**src/rtl/apb_timer_master.sv**
```systemverilog
// APB requester for the timer register slave.
// Runs one command per SETUP/ACCESS transfer with a wait-state timeout.
module apb_timer_master #(
  parameter int unsigned ADDR_W  = 8,
  parameter int unsigned DATA_W  = 8,
  parameter int unsigned TIMEOUT = 16
) (
  input  logic              PCLK,
  input  logic              PRESETn,
  input  logic              cmd_valid,
  output logic              cmd_ready,
  input  logic              cmd_write,
  input  logic [ADDR_W-1:0] cmd_addr,
  input  logic [DATA_W-1:0] cmd_wdata,
  output logic              rsp_valid,
  output logic [DATA_W-1:0] rsp_rdata,
  output logic              rsp_err,
  output logic              rsp_timeout,
  output logic              PSEL,
  output logic              PENABLE,
  output logic              PWRITE,
  output logic [ADDR_W-1:0] PADDR,
  output logic [DATA_W-1:0] PWDATA,
  input  logic [DATA_W-1:0] PRDATA,
  input  logic              PREADY,
  input  logic              PSLVERR
);

  localparam int CW = (TIMEOUT < 1) ? 1 : $clog2(TIMEOUT + 1);

  typedef enum logic [1:0] {
    IDLE,
    SETUP,
    ACCESS
  } state_t;

  state_t        state;
  logic [CW-1:0] wait_cnt;
  logic [CW-1:0] cnt_inc;
  logic          expire;

  // Saturating next wait count and abort condition for this ACCESS cycle.
  always_comb begin
    cnt_inc = wait_cnt;
    if (wait_cnt != '1) begin
      cnt_inc = wait_cnt + CW'(1);
    end
    expire = (TIMEOUT != 0) && (32'(cnt_inc) >= 32'(TIMEOUT));
  end

  // Transfer sequencer; every output is a register.
  always_ff @(posedge PCLK) begin
    if (!PRESETn) begin
      state       <= IDLE;
      wait_cnt    <= '0;
      cmd_ready   <= 1'b0;
      rsp_valid   <= 1'b0;
      rsp_rdata   <= '0;
      rsp_err     <= 1'b0;
      rsp_timeout <= 1'b0;
      PSEL        <= 1'b0;
      PENABLE     <= 1'b0;
      PWRITE      <= 1'b0;
      PADDR       <= '0;
      PWDATA      <= '0;
    end else begin
      rsp_valid <= 1'b0;
      case (state)
        IDLE: begin
          if (cmd_valid && cmd_ready) begin
            state     <= SETUP;
            cmd_ready <= 1'b0;
            PSEL      <= 1'b1;
            PENABLE   <= 1'b0;
            PWRITE    <= cmd_write;
            PADDR     <= cmd_addr;
            PWDATA    <= cmd_wdata;
            wait_cnt  <= '0;
          end else begin
            cmd_ready <= 1'b1;
          end
        end
        SETUP: begin
          state   <= ACCESS;
          PENABLE <= 1'b1;
        end
        ACCESS: begin
          if (PREADY) begin
            state       <= IDLE;
            cmd_ready   <= 1'b1;
            PSEL        <= 1'b0;
            PENABLE     <= 1'b0;
            rsp_valid   <= 1'b1;
            rsp_rdata   <= PWRITE ? '0 : PRDATA;
            rsp_err     <= PSLVERR;
            rsp_timeout <= 1'b0;
          end else if (expire) begin
            state       <= IDLE;
            cmd_ready   <= 1'b1;
            PSEL        <= 1'b0;
            PENABLE     <= 1'b0;
            rsp_valid   <= 1'b1;
            rsp_rdata   <= '0;
            rsp_err     <= 1'b1;
            rsp_timeout <= 1'b1;
          end else begin
            wait_cnt <= cnt_inc;
          end
        end
        default: begin
          state     <= IDLE;
          cmd_ready <= 1'b0;
          PSEL      <= 1'b0;
          PENABLE   <= 1'b0;
        end
      endcase
    end
  end

endmodule
```
**config.mk**
```make
export PLATFORM = sky130hd
export DESIGN_NAME = apb_timer_master
export DESIGN_NICKNAME = d
export VERILOG_FILES = /design/src/rtl/apb_timer_master.sv
export SDC_FILE = /design/constraint.sdc
export NUM_CORES = 1
export LEC_CHECK = 0
export CORE_ASPECT_RATIO = 1.5
export CORE_MARGIN = 4
export CORE_UTILIZATION = 60
export DETAILED_ROUTE_END_ITERATION = 10
export DONT_BUFFER_PORTS = 1
export MAX_ROUTING_LAYER = met4
export PLACE_DENSITY_LB_ADDON = 0.3
export SLEW_MARGIN = 5
export SYNTH_ARGS = -nofsm -noshare
export SYNTH_HDL_FRONTEND = slang
export SYNTH_SLANG_ARGS = --single-unit
```
**constraint.sdc**
```tcl
create_clock -name PCLK -period 2.2 [get_ports PCLK]
set_input_delay 0.33 -clock PCLK [delete_from_list [all_inputs] [get_ports PCLK]]
set_output_delay 0.33 -clock PCLK [all_outputs]
set_load 0.01 [all_outputs]
```
==> results.cfg <==
[sta]
setup_tns_ns = 0
clock-skew-final_ns = 0.00594
maxSlewViolCount = 0
relSlewSlack = 0.467
fmax_mhz = 559
finalCriticalPeriod_ns = 1.79
whs_ns = 0.106
tightest_slew_ns = 0.794
fin_crit_sh = 0.813
setup_viol = 0
finalHoldViolations = 0
rsz0062_at_grt = false

[yosys]
synth_nets = 185
syn_area_per_cell_sq_um = 8.95
yosysUniqueCellTypes = 36
ys_warn_count = 0
syn_area_sq_mm = 0.00138
synth.yosys.seq_area_share = 0.538
synth-seq-cells = 37
postSynthCellCount = 154

[cts]
tritoncts = done
ctsResizeCount = 0
clk_pin_slew_ns = 0.11
cts_setup_buffers = 0
cts_buffers = 5
cts_hold_buf = 0
cts_num_sinks = 37
htreeDepth = 2
clock_path_buffers = 2
clk_latency_ns = 0.33
clockRootBuffer = clkbuf_4

[power]
power_density_mw_per_mm2 = 811
p_leak_nw = 0.531
ir_drop_uv = 493

[critical_path]
crit_start = wait_cnt[0]$_SDFFE_PN0P_
r2r_setup_slack_ns = 0.41
max_stage_delay_ns = 0.51
worstSetupStartpointType = register
end_kind = register
path_class = reg2reg
worstPathRequired_ns = 2.48
crit_arrival_ns = 2.06
crit_chain = ha_1 -> a311o_1 -> a21oi_1 -> a22o_1
r2r_start = wait_cnt[0]$_SDFFE_PN0P_
cpMaxStageDelayCell = a21oi_1
crit_fanout = 8

[route]
ant_nets = 0
first_pass_iters = 4
drc = 0
vias = 1118
wl_mm = 2.96
drtIter0Drc = 32
wl_per_cell_um = 16.4
viasPerCell = 6.18

[global_route]
grt_pass1_vias = 1085
top_usage_layer = met2
use_met1 = 0.218
grt_use_met2 = 0.345
grt_pass1_wl_mm = 4.64
antenna_found_initial = 0
grt_max_degree = 27
met3_usage = 0.0811
grt_usage = 0.215
overflow = 0

[cells_and_area]
syn_to_final_growth_pct = 7.81
utilization = 0.673
drive_gt1_frac = 0.101
final_net_count = 188
mostFrequentLayoutCells = dfxtp_1 (37), nand2_1 (37), a21oi_1 (22)
n_antenna_cell = 0

[place]
dp_hpwl_mm = 2.18
port_buffers = 0
gp_congestion = 0.868

[worst_hold_path]
hp-class = in2reg
hold_start = PRESETn

[floorplan]
dieArea_sq_mm = 0.00314
initial_utilization = 0.624
io_pins = 61
die-width_um = 47.1
std_cell_rows = 21
die_y_um = 66.7
core-area_sq_mm = 0.00221

[flow_run]
maxCapViolCount = 0

[outcome]
status = finished, final reports clean
-- synth_stat cells --
master     count  area share
nor4_1         1      0.0045
o21bai_1       1      0.0055
nor2b_1        1      0.0045
nand3b_1       2       0.011
a311oi_1       1      0.0064
a22o_1         8       0.051
o221a_2        1      0.0082
buf_4          1      0.0055
nand2b_1       2      0.0091
o21ai_1        1      0.0036
a211oi_2       1      0.0091
nand3_1        3       0.011
nor3_1         3       0.011
clkbuf_1       5       0.014
dfxtp_1       37        0.54
inv_2          1      0.0027
a22oi_1        1      0.0055
nand2_1       37        0.10
inv_1          2      0.0055
a311o_1        1      0.0073
a211oi_1       1      0.0055
nor2_1         3      0.0082
and3_1         2      0.0091
or3_1          1      0.0045
ha_1           1      0.0091
o21a_1         1      0.0055
nand4_1        1      0.0045
nor4bb_1       1      0.0073
nand4bb_1      1      0.0082
o21ai_0        4       0.015
buf_2          2      0.0073
o22ai_1        1      0.0045
or4b_1         1      0.0073
o211ai_1       1      0.0055
nor4b_1        1      0.0064
a21oi_1       22       0.080
-- metrics by stage --
stage | std cells | power [W] | instance area, sq um | setup slack (ns)
detailed placement | 173 | 0.000827 | 1420 | 0.458
global route | 181 | 0.00127 | 1490 | 0.322
floorplan | 154 | 0.000800 | 1380 | 0.532
finish | 181 | 0.00120 | 1490 | 0.412
global placement | 173 | 0.000822 | 1420 | 0.533
CTS | 181 | 0.00122 | 1490 | 0.413
-- registers in the layout, indices dropped and copies added (netlist names) --
signal / count
PADDR: 8
PWDATA: 8
rsp_rdata: 8
wait_cnt: 5
PENABLE: 1
PSEL: 1
PWRITE: 1
cmd_ready: 1
rsp_err: 1
rsp_timeout: 1
rsp_valid: 1
state: 1
-- routing by layer --
metal	vias up	routed length (um)
met5	-	0
met4	0	38
met3	4	261
met2	42	1540
met1	523	1120
li1	549	-
-- worst max-delay path: cells and delay by family (launching register included) --
family	cells	cell delay (ns)
AO/OA/AOI/OAI	3	1.13
flip-flops	1	0.35
adder cells (fa/ha/maj)	1	0.26
-- power by group --
group	leakage [nW]	internal [W]	switching, W
Clock	0.0413	0.000185	0.000209
Combinational	0.190	0.0000342	0.0000509
Sequential	0.300	0.000695	0.0000307
Total	0.531	0.000914	0.000291
-- layout make-up --
class	instances	area, sq um
flip-flops and latches	37	741
fillers	190	722
multi-input cells	106	604
clock buffers	7	65.1
clock inverters	1	5.00
well taps	23	28.8
inverters	3	11.3
repair buffers	4	30.0
-- cell families (layout without fill, tap and decap cells) --
logic type,after synthesis,after routing,synth area share
buffers and inverters,11,15,0.0345
AND/OR/NAND/NOR,60,60,0.207
AO/OA/AOI/OAI,45,45,0.212
adder cells (fa/ha/maj),1,1,0.00908
flip-flops,37,37,0.538
-- path summary, 6_finish.rpt --
kind | end | cells after the start
max | rsp_rdata[0]$_SDFFE_PN0P_ | 4
min | rsp_timeout$_SDFFE_PN0P_ | 2
max reg2reg | rsp_rdata[0]$_SDFFE_PN0P_ | 4
min reg2reg | rsp_timeout$_SDFFE_PN0P_ | 2
Note: power is estimated with default switching activity, not from simulation.
